==> src/rtl/pipeline_pkg.sv <==
// Shared types and defaults for the MEM stage: access state, timeout/reset
// defaults, register-address width and the alignment helper.
package pipeline_pkg;

    typedef enum logic [1:0] {
        IDLE = 2'd0,
        REQ  = 2'd1,
        RESP = 2'd2,
        DONE = 2'd3
    } mem_state_e;

    localparam int          TIMEOUT_CYC_DEF = 16;
    localparam logic [31:0] RESET_RDATA_DEF = 32'h0000_0000;
    localparam int          REG_AW          = 5;

    // A data access must be word aligned; any set low address bit is a fault.
    function automatic logic is_misaligned(input logic [31:0] addr);
        return (addr[1:0] != 2'b00);
    endfunction

endpackage

==> src/rtl/mem_wb_reg.sv <==
// MEM/WB pipeline register. Loads the stage results whenever the pipeline
// advances; while stalled it inserts a bubble by clearing the write-back
// controls and holding the data fields.
module mem_wb_reg
    import pipeline_pkg::*;
(
    input  logic              clk_i,
    input  logic              rst_i,
    input  logic              i_stall,
    input  logic [31:0]       i_alu_result,
    input  logic [31:0]       i_mem_data,
    input  logic [REG_AW-1:0] i_rd_addr,
    input  logic              i_reg_write,
    input  logic              i_mem_to_reg,
    output logic [31:0]       o_alu_result,
    output logic [31:0]       o_mem_data,
    output logic [REG_AW-1:0] o_rd_addr,
    output logic              o_reg_write,
    output logic              o_mem_to_reg
);

    logic [31:0]       r_alu_result;
    logic [31:0]       r_mem_data;
    logic [REG_AW-1:0] r_rd_addr;
    logic              r_reg_write;
    logic              r_mem_to_reg;

    // Advance on unstalled edges, otherwise emit a bubble with held data.
    always_ff @(posedge clk_i) begin
        if (rst_i) begin
            r_alu_result <= 32'h0000_0000;
            r_mem_data   <= 32'h0000_0000;
            r_rd_addr    <= {REG_AW{1'b0}};
            r_reg_write  <= 1'b0;
            r_mem_to_reg <= 1'b0;
        end else if (!i_stall) begin
            r_alu_result <= i_alu_result;
            r_mem_data   <= i_mem_data;
            r_rd_addr    <= i_rd_addr;
            r_reg_write  <= i_reg_write;
            r_mem_to_reg <= i_mem_to_reg;
        end else begin
            r_reg_write  <= 1'b0;
            r_mem_to_reg <= 1'b0;
        end
    end

    assign o_alu_result = r_alu_result;
    assign o_mem_data   = r_mem_data;
    assign o_rd_addr    = r_rd_addr;
    assign o_reg_write  = r_reg_write;
    assign o_mem_to_reg = r_mem_to_reg;

endmodule

==> src/rtl/mem_access_stage.sv <==
// MEM pipeline stage: runs loads/stores over a req/gnt + rvalid memory
// handshake with a timeout, stalls upstream until each access finishes,
// registers MEM/WB and resolves branches combinationally.
module mem_access_stage
    import pipeline_pkg::*;
#(
    parameter int          TIMEOUT_CYC = TIMEOUT_CYC_DEF,
    parameter logic [31:0] RESET_RDATA = RESET_RDATA_DEF
) (
    input  logic              clk_i,
    input  logic              rst_i,
    input  logic [31:0]       ALUResult_i,
    input  logic [31:0]       RS2data_i,
    input  logic [REG_AW-1:0] RDaddr_i,
    input  logic              Zero_i,
    input  logic              Branch_i,
    input  logic              MemRead_i,
    input  logic              MemWrite_i,
    input  logic              MemtoReg_i,
    input  logic              RegWrite_i,
    output logic              mem_req_o,
    output logic              mem_we_o,
    output logic [31:0]       mem_addr_o,
    output logic [31:0]       mem_wdata_o,
    input  logic              mem_gnt_i,
    input  logic              mem_rvalid_i,
    input  logic [31:0]       mem_rdata_i,
    output logic              stall_o,
    output logic              PCSrc_o,
    output logic [31:0]       ALUResult_o,
    output logic [31:0]       MemData_o,
    output logic [REG_AW-1:0] RDaddr_o,
    output logic              RegWrite_o,
    output logic              MemtoReg_o,
    output logic              err_o
);

    // Counter holds up to TIMEOUT_CYC: a grant on the last REQ cycle enters
    // RESP one past the limit, which then aborts unless rvalid is present.
    localparam int CW = $clog2(TIMEOUT_CYC + 1);

    mem_state_e      r_state;
    logic [CW-1:0]   r_cnt;
    logic            r_req;
    logic            r_we;
    logic [31:0]     r_addr;
    logic [31:0]     r_wdata;
    logic [31:0]     r_rdata;
    logic            r_err;

    logic            w_memop;
    logic            w_is_load;
    logic            w_tmo;
    logic            w_stall;
    logic [31:0]     w_wb_mem_data;

    // A simultaneous read+write is handled as a store.
    assign w_memop   = MemRead_i | MemWrite_i;
    assign w_is_load = MemRead_i & ~MemWrite_i;
    assign w_tmo     = (r_cnt >= CW'(TIMEOUT_CYC - 1));

    // Upstream freeze: held while an access is pending, released in DONE.
    always_comb begin
        w_stall = 1'b0;
        case (r_state)
            IDLE:    w_stall = w_memop;
            REQ:     w_stall = 1'b1;
            RESP:    w_stall = 1'b1;
            DONE:    w_stall = 1'b0;
            default: w_stall = 1'b0;
        endcase
    end

    // Load data reaches MEM/WB only when a load completes; otherwise zero.
    always_comb begin
        w_wb_mem_data = 32'h0000_0000;
        if ((r_state == DONE) && w_is_load) begin
            w_wb_mem_data = r_rdata;
        end else begin
            w_wb_mem_data = 32'h0000_0000;
        end
    end

    // Access state machine with request registers, timeout and sticky error.
    always_ff @(posedge clk_i) begin
        if (rst_i) begin
            r_state <= IDLE;
            r_cnt   <= CW'(0);
            r_req   <= 1'b0;
            r_we    <= 1'b0;
            r_addr  <= 32'h0000_0000;
            r_wdata <= 32'h0000_0000;
            r_rdata <= 32'h0000_0000;
            r_err   <= 1'b0;
        end else begin
            case (r_state)
                IDLE: begin
                    r_cnt <= CW'(0);
                    if (w_memop) begin
                        if (is_misaligned(ALUResult_i)) begin
                            r_state <= DONE;
                            r_err   <= 1'b1;
                            r_rdata <= RESET_RDATA;
                        end else begin
                            r_state <= REQ;
                            r_req   <= 1'b1;
                            r_we    <= MemWrite_i;
                            r_addr  <= ALUResult_i;
                            r_wdata <= RS2data_i;
                        end
                    end
                end
                REQ: begin
                    if (mem_gnt_i) begin
                        r_req <= 1'b0;
                        if (r_we) begin
                            r_state <= DONE;
                            r_cnt   <= CW'(0);
                        end else begin
                            r_state <= RESP;
                            r_cnt   <= r_cnt + CW'(1);
                        end
                    end else if (w_tmo) begin
                        r_req   <= 1'b0;
                        r_state <= DONE;
                        r_cnt   <= CW'(0);
                        r_err   <= 1'b1;
                        r_rdata <= RESET_RDATA;
                    end else begin
                        r_cnt <= r_cnt + CW'(1);
                    end
                end
                RESP: begin
                    if (mem_rvalid_i) begin
                        r_state <= DONE;
                        r_cnt   <= CW'(0);
                        r_rdata <= mem_rdata_i;
                    end else if (w_tmo) begin
                        r_state <= DONE;
                        r_cnt   <= CW'(0);
                        r_err   <= 1'b1;
                        r_rdata <= RESET_RDATA;
                    end else begin
                        r_cnt <= r_cnt + CW'(1);
                    end
                end
                DONE: begin
                    r_state <= IDLE;
                    r_cnt   <= CW'(0);
                end
                default: begin
                    r_state <= IDLE;
                    r_cnt   <= CW'(0);
                    r_req   <= 1'b0;
                end
            endcase
        end
    end

    mem_wb_reg u_mem_wb_reg (
        .clk_i        (clk_i),
        .rst_i        (rst_i),
        .i_stall      (w_stall),
        .i_alu_result (ALUResult_i),
        .i_mem_data   (w_wb_mem_data),
        .i_rd_addr    (RDaddr_i),
        .i_reg_write  (RegWrite_i),
        .i_mem_to_reg (MemtoReg_i),
        .o_alu_result (ALUResult_o),
        .o_mem_data   (MemData_o),
        .o_rd_addr    (RDaddr_o),
        .o_reg_write  (RegWrite_o),
        .o_mem_to_reg (MemtoReg_o)
    );

    assign mem_req_o   = r_req;
    assign mem_we_o    = r_we;
    assign mem_addr_o  = r_addr;
    assign mem_wdata_o = r_wdata;
    assign err_o       = r_err;
    assign stall_o     = w_stall;
    assign PCSrc_o     = Branch_i & Zero_i;

endmodule

==> config.mk <==
export PLATFORM = sky130hd
export DESIGN_NAME = mem_access_stage
export DESIGN_NICKNAME = d
export VERILOG_FILES = /design/src/rtl/pipeline_pkg.sv /design/src/rtl/mem_wb_reg.sv /design/src/rtl/mem_access_stage.sv
export SDC_FILE = /design/constraint.sdc
export NUM_CORES = 1
export LEC_CHECK = 0
export ABC_CLOCK_PERIOD_IN_PS = 3600
export CAP_MARGIN = 10
export CORE_MARGIN = 10
export CORE_UTILIZATION = 48
export DETAILED_ROUTE_END_ITERATION = 10
export PLACE_DENSITY_LB_ADDON = 0.1
export SLEW_MARGIN = 10
export SYNTH_ARGS = -nofsm -noshare
export SYNTH_HDL_FRONTEND = slang
export SYNTH_HIERARCHICAL = 1
export SYNTH_SLANG_ARGS = --single-unit
export TNS_END_PERCENT = 100
==> constraint.sdc <==
create_clock -name clk_i -period 3.6 [get_ports clk_i]
set_clock_uncertainty 0.1 [all_clocks]
set_input_delay 0.54 -clock clk_i [delete_from_list [all_inputs] [get_ports clk_i]]
set_output_delay 0.54 -clock clk_i [all_outputs]
set_load 0.03 [all_outputs]
==> summary.md, run 1 <==
| Metric | Value |
|---|---|
| Outcome | `complete, no violations` |
| Layout area overhead | `46.16%` |
| Total grt overflow | `0` |
| HP Class | `reg2reg` |
| Routed Antenna Nets | `0` |
| Post-Syn Nets | `875` |
| Layout Nets | `around 1,100` |
| Initial Utilization | `around half` |
| Multi-input combinational cell area | `0.002880 mm^2` |
| Initial antenna violation count | `0` |
| Busiest grt layer | `met2` |
| Final Hold Vio Count | `0` |
| Die span in y | `~140 um` |
| Max-slew headroom | `38.83%` |
| Die span in x | `138.8 um` |
| Final Cell Area | `just under 0.01 mm^2` |
| Core area | `approximately 0.014 mm^2` |
| Residual DRC count | `0` |
| Worst setup SP type | `register` |
| FMAX | `~0.34 GHz` |
| Syn Area/Cell | `about 9 um^2` |
| Share of the synthesized area in the top cell type | `a little over half` |
| CTS tree | `done` |
| Sequential area share after synthesis | `a little over half` |
| Yosys reg bits | `177` |
| Period Utilization, post-route | `roughly 82%` |
| Root Buffer | `clkbuf_16` |
| WS Path Type | `reg2out` |
| Max Cap Viol | `0` |
| Post-CTS sizing | `0` |
| Tightest Pin Transition | `a little over 0.9 ns` |
| Clock-pin slew on the worst setup and hold paths | `about 0.060 ns` |
| CTS H-tree depth | `4` |
| Crit end category | `primary output` |
| Vias in the first global route | `between 5,000 and 6,000` |
| Avg WL per Cell | `approximately 16 um` |
| Initial DRT Pass Iterations | `4` |
| Number of setup violations in the final report | `0` |
| RSZ-0062 raised after global routing | `no` |
| Sink Count | `about 180` |
| Met3 GRT Util | `9.521%` |
| Filler cells | `about 1,100` |
| # diodes | `0` |
| Yosys warning total | `6` |
| Synth area leaders | `dfxtp_1 (52%), mux2i_1 (10%), nand2_1 (8.8%)` |
| Slew Limit Fails | `0` |
| Clock buffer count from CTS | `17` |
| Gr usage total | `19.11%` |
| Routing usage on met1 | `21.96%` |
| Layout cells sized above 1 | `under 10%` |
| Grt met2 use | `30.48%` |
| Wire length of the first global-routing pass | `approximately 30 mm` |
| Post-layout minimum cycle time | `between 2 and 3 ns` |
| Detailed-route via count | `around 5,800` |
| Via density | `4.939` |
| Cell Pwr Density | `about 700 mW/mm^2` |
| Synth area leader | `dfxtp_1` |
| Critical path peak fanout | `6` |
| Later-pin clock latency in the skew report | `~0.4 ns` |
| Cells after synthesis | `~760` |
| CTS Hold Bufs | `0` |
| Most common library cells after synthesis | `dfxtp_1 (177), nand2_1 (159), a21oi_1 (100), nor2_1 (78), mux2i_1 (69)` |
| Asr flop ratio synth | `0%` |
| Core Rows | `43` |
| Max clock buf depth | `2` |
| Synth Cell Area | `roughly 0.0068 mm^2` |
| EDFF count, synth | `0` |
| Gp weighted congestion | `0.7891` |
| Estimated wirelength of the detail-placed design | `around 13 mm` |
| CP Data Arrival Time | `roughly 2.3 ns` |
| Synth Flop Type | `dfxtp_1` |
| Port Buf Inserts | `between 200 and 300` |
| Die area | `a little under 0.02 mm^2` |
| Worst endpoint required time | `approximately 3.0 ns` |
| Drt initial violations | `330` |
| IO Pins | `between 200 and 300` |
| # Post-CTS Setup Buffers | `0` |
| Largest net degree at the start of global routing | `83` |
| Most frequent cell after synthesis | `dfxtp_1` |
| Count of different cell masters after synthesis | `40` |
| Register area | `0.003543 mm^2` |
| Setup TNS | `0 ns` |
| Worst VDD drop | `about 0.00060 V` |
| Post-Place Cell Area | `0.009303 mm^2` |
| Pleak | `3.835 nW` |
| Total wire length | `around 19 mm` |
routing by layer:
layer	wire length [um]	share of wire (%)
met1	7830	41
met2	9144	48
met3	1863	9.8
met4	250	1.3
met5	0	0
layout make-up:
type / instances / area share, %
clock buffers: 23 / 5.028
repair buffers: 262 / 26.53
clock inverters: 9 / 1.049
flip-flops and latches: 177 / 35.78
well taps: 180 / 2.274
multi-input cells: 518 / 29.08
inverters: 7 / 0.2653
through the flow:
stage	util [%]	setup WS [ns]	cells	hold slack, ns	total power [W]
3_5_place_dp	67.02	0.6814	1144	0.3445	0.005004
5_1_grt	71.35	0.5011	1176	0.3711	0.007130
3_3_place_gp	67.02	0.6828	1144	0.3396	0.004988
2_1_floorplan	-	1.371	756	0.3487	0.004259
6_report	71.35	0.6478	1176	0.3513	0.006793
4_1_cts	71.35	0.6356	1176	0.3541	0.006860
worst max-delay path, cell delays in order (launching register included):
cell and delay (ns):
dfxtp_1 0.44, inv_1 0.12, ha_1 0.35, nor2_1 0.09, a21oi_4 0.16, clkdlybuf4s50_1 0.74
worst paths after layout:
path / start / endpoint / slack, ns / depth (start not counted)
max: r_state[0] / stall_o / 0.65 / 5
min: mem_wdata_o[26] / mem_wdata_o[26] / 0.35 / 2
max reg2reg: r_state[0] / mem_wdata_o[22] / 1.22 / 7
min reg2reg: mem_wdata_o[26] / mem_wdata_o[26] / 0.35 / 2
power by group:
group | switching, W | internal, W
registers | 0.000133 | 0.00223
logic | 0.00152 | 0.00108
clock network | 0.000729 | 0.00111
layout by cell type (no fill, tap or decap), types with 3 or more instances in the layout:
master           Yosys  routed
o21ai_1             24      23
a21oi_1            100      99
and2_1              33      33
o21ai_0             11      10
nor3_1               4       4
nand2_1            159     159
nor2_1              78      77
inv_1                7       7
buf_12               0       3
clkbuf_8             0       5
clkinv_2             0       4
dfxtp_1            177     177
clkbuf_16            0      17
nor3b_1              6       6
mux2i_1             69      69
buf_4                1      10
ha_1                 8       8
clkdlybuf4s50_1      0     249
cells by family after synthesis:
group | synth area share, %
flip-flops | 52.29
AO/OA/AOI/OAI | 11.76
buffers and inverters | 5.705
AND/OR/NAND/NOR | 18.32
XOR/XNOR | 0.2585
multiplexers | 10.19
adder cells (fa/ha/maj) | 1.477
(Power assumes the default switching activity.)
==> run 2: changes to the inputs <==
ABC_CLOCK_PERIOD_IN_PS = 3000   (was 3600)
CORE_UTILIZATION = 44   (was 48)
clock period = 3 ns   (was 3.6 ns; I/O delays follow)
==> summary.md, run 2 (synthesized netlist as in run 1, its figures left out) <==
| Metric | Value |
|---|---|
| CTS tree | `done` |
| WL met2 | `9.530 mm` |
| Reg-to-reg startpoint | `r_state[1]` |
| Initial DRT Pass Iterations | `4` |
| Hold Startpoint | `rst_i` |
| Clock buffer count from CTS | `17` |
| Period Utilization, post-route | `approximately four fifths` |
| Layout area overhead | `46.75%` |
| Max-slew headroom | `43.27%` |
| Estimated wirelength of the detail-placed design | `between 10 and 15 mm` |
| Post-route met1 wirelength | `just over 8 mm` |
| Largest net degree at the start of global routing | `between 100 and 150` |
| Worst R2R Setup Slack | `slightly below 0.6 ns` |
| Final Hold Vio Count | `0` |
| Gp weighted congestion | `around 0.76` |
| Critical path peak fanout | `30` |
| Layout Nets | `around 1,100` |
| Initial Utilization | `44.74%` |
| Clock-pin slew on the worst setup and hold paths | `~0.070 ns` |
| Avg WL per Cell | `around 17 um` |
| Uppermost layer routed | `met4` |
| Number of setup violations in the final report | `0` |
| Pleak | `between 3 and 4 nW` |
| Core Rows | `45` |
| Final Cell Area | `0.009945 mm^2` |
| Register area | `0.003543 mm^2` |
| Filler cells | `roughly 1,300` |
| Residual DRC count | `0` |
| Die area | `0.02076 mm^2` |
| # Post-CTS Setup Buffers | `0` |
| Max Cap Viol | `0` |
| Drt initial violations | `325` |
| CTS Hold Bufs | `0` |
| Worst endpoint required time | `3.17 ns` |
| Post-layout minimum cycle time | `approximately 2.4 ns` |
| RSZ-0062 raised after global routing | `no` |
| Sequential power share | `about a third` |
| Layout cells sized above 1 | `5.316%` |
| Die span in x | `144.1 um` |
| Cell Pwr Density | `834.3 mW/mm^2` |
| CP Data Arrival Time | `~2.6 ns` |
| Clk network pwr share | `between 20% and 30%` |
| Commonest cells after routing, fill and taps aside | `clkdlybuf4s50_1 (248), dfxtp_1 (177), nand2_1 (159)` |
| Post-CTS sizing | `0` |
| Via density | `4.857` |
| Worst VDD drop | `about 0.00072 V` |
| Hold_ws | `around 0.24 ns` |
| WS Path Type | `reg2reg` |
| # diodes | `0` |
| Sink Count | `between 150 and 200` |
| Slew Limit Fails | `0` |
| CTS H-tree depth | `4` |
| Setup TNS | `0 ns` |
| Outcome | `complete, no violations` |
| Max clock buf depth | `2` |
| Routed Antenna Nets | `0` |
| Detailed-route via count | `about 5,800` |
| R2r endpoint | `mem_addr_o[11]` |
| Die span in y | `144.1 um` |
| Hold worst-path end | `r_rdata[24]` |
| Worst r2r path cells | `7` |
| Total grt overflow | `0` |
| Internal power | `roughly 0.0054 W` |
| Port Buf Inserts | `between 200 and 300` |
| Multi-input combinational cell area | `around 0.0029 mm^2` |
| Crit end category | `register` |
| Sw Pwr | `0.002904 W` |
| Total wire length | `about 20 mm` |
| Core area | `~0.015 mm^2` |
| IO Pins | `about 250` |
| Initial antenna violation count | `0` |
| Depth of the worst hold-timing path | `2` |
| Root Buffer | `clkbuf_16` |
| Wire length of the first global-routing pass | `about 30 mm` |
| Later-pin clock latency in the skew report | `around 0.41 ns` |
| Gr usage total | `a little under a fifth` |
| HP Class | `in2reg` |
| DR WL met3 | `1.838 mm` |
| Commonest non-fill, non-tap cell in the layout | `clkdlybuf4s50_1` |
| Switch share | `around a third` |
| Vias in the first global route | `between 5,000 and 6,000` |
| Post-Place Cell Area | `0.009318 mm^2` |
| FMAX | `0.4136 GHz` |
| Tightest Pin Transition | `between 0.8 and 0.9 ns` |
| Comb pwr share | `a little under two fifths` |
| Worst setup SP type | `register` |
run 2: cell types whose count changed in the layout (fill, tap and decap cells not counted), sizes merged:
cell | before | now
inv | 7 | 9
buf | 13 | 15
clkbuf | 23 | 19
clkdlybuf4s50 | 249 | 248
clkinv | 5 | 4
clkinvlp | 2 | 3
bufinv | 2 | 4
run 2: how the worst max path moves through the flow:
stage / start / end / slack (ns)
after CTS: r_state[1] / mem_addr_o[11] / 0.53
final: r_state[1] / mem_addr_o[11] / 0.58
after floorplan: r_state[0] / u_mem_wb_reg/o_alu_result[0] / 0.77
after global routing: r_state[1] / mem_addr_o[11] / 0.30
after detailed placement: ALUResult_i[0] / mem_addr_o[30] / 0.40
after global placement: ALUResult_i[1] / mem_addr_o[11] / 0.49
run 2: power groups by stage:
| stage | registers (W) | clock network (W) | logic [W] |
|---|---|---|---|
| after detailed placement | 0.00288 | 0 | 0.00315 |
| after global routing | 0.00287 | 0.00248 | 0.00334 |
| after floorplan | 0.00342 | 0 | 0.00169 |
| after global placement | 0.00287 | 0 | 0.00315 |
| after CTS | 0.00283 | 0.00240 | 0.00317 |
| final | 0.00283 | 0.00234 | 0.00312 |
run 2: metrics by stage:
stage | worst slack (ns) | std cells | utilization, % | total power [W]
after floorplan | 0.7711 | 756 | - | 0.005111
after global placement | 0.4857 | 1153 | 61.52 | 0.006019
after detailed placement | 0.3987 | 1153 | 61.52 | 0.006039
after CTS | 0.5316 | 1185 | 65.66 | 0.008405
after global routing | 0.3040 | 1185 | 65.66 | 0.008697
final | 0.5822 | 1185 | 65.66 | 0.008296
run 2: layout make-up:
type / count / share of cell area [%]
Inverter: 7 / 0.2642
Clock buffer: 19 / 4.454
Timing Repair Buffer: 263 / 26.47
Multi-Input combinational cell: 518 / 28.96
Clock inverter: 13 / 1.850
Tap cell: 188 / 2.365
Sequential cell: 177 / 35.63
run 2: routing by layer:
| metal | GRT usage (%) | vias to the layer above |
|---|---|---|
| met5 | 0 | - |
| met4 | 4.997 | 0 |
| met3 | 8.134 | 10 |
| met2 | 29.95 | 167 |
| met1 | 21.43 | 2629 |
| li1 | - | 2950 |
run 2: critical path: stages (launching register included):
cell and delay (ns):
dfxtp_1 0.34, inv_1 0.14, ha_1 0.31, nor3b_1 0.52, o21ai_4 0.38, buf_4 0.32
nand2_1 0.09, a21oi_1 0.07
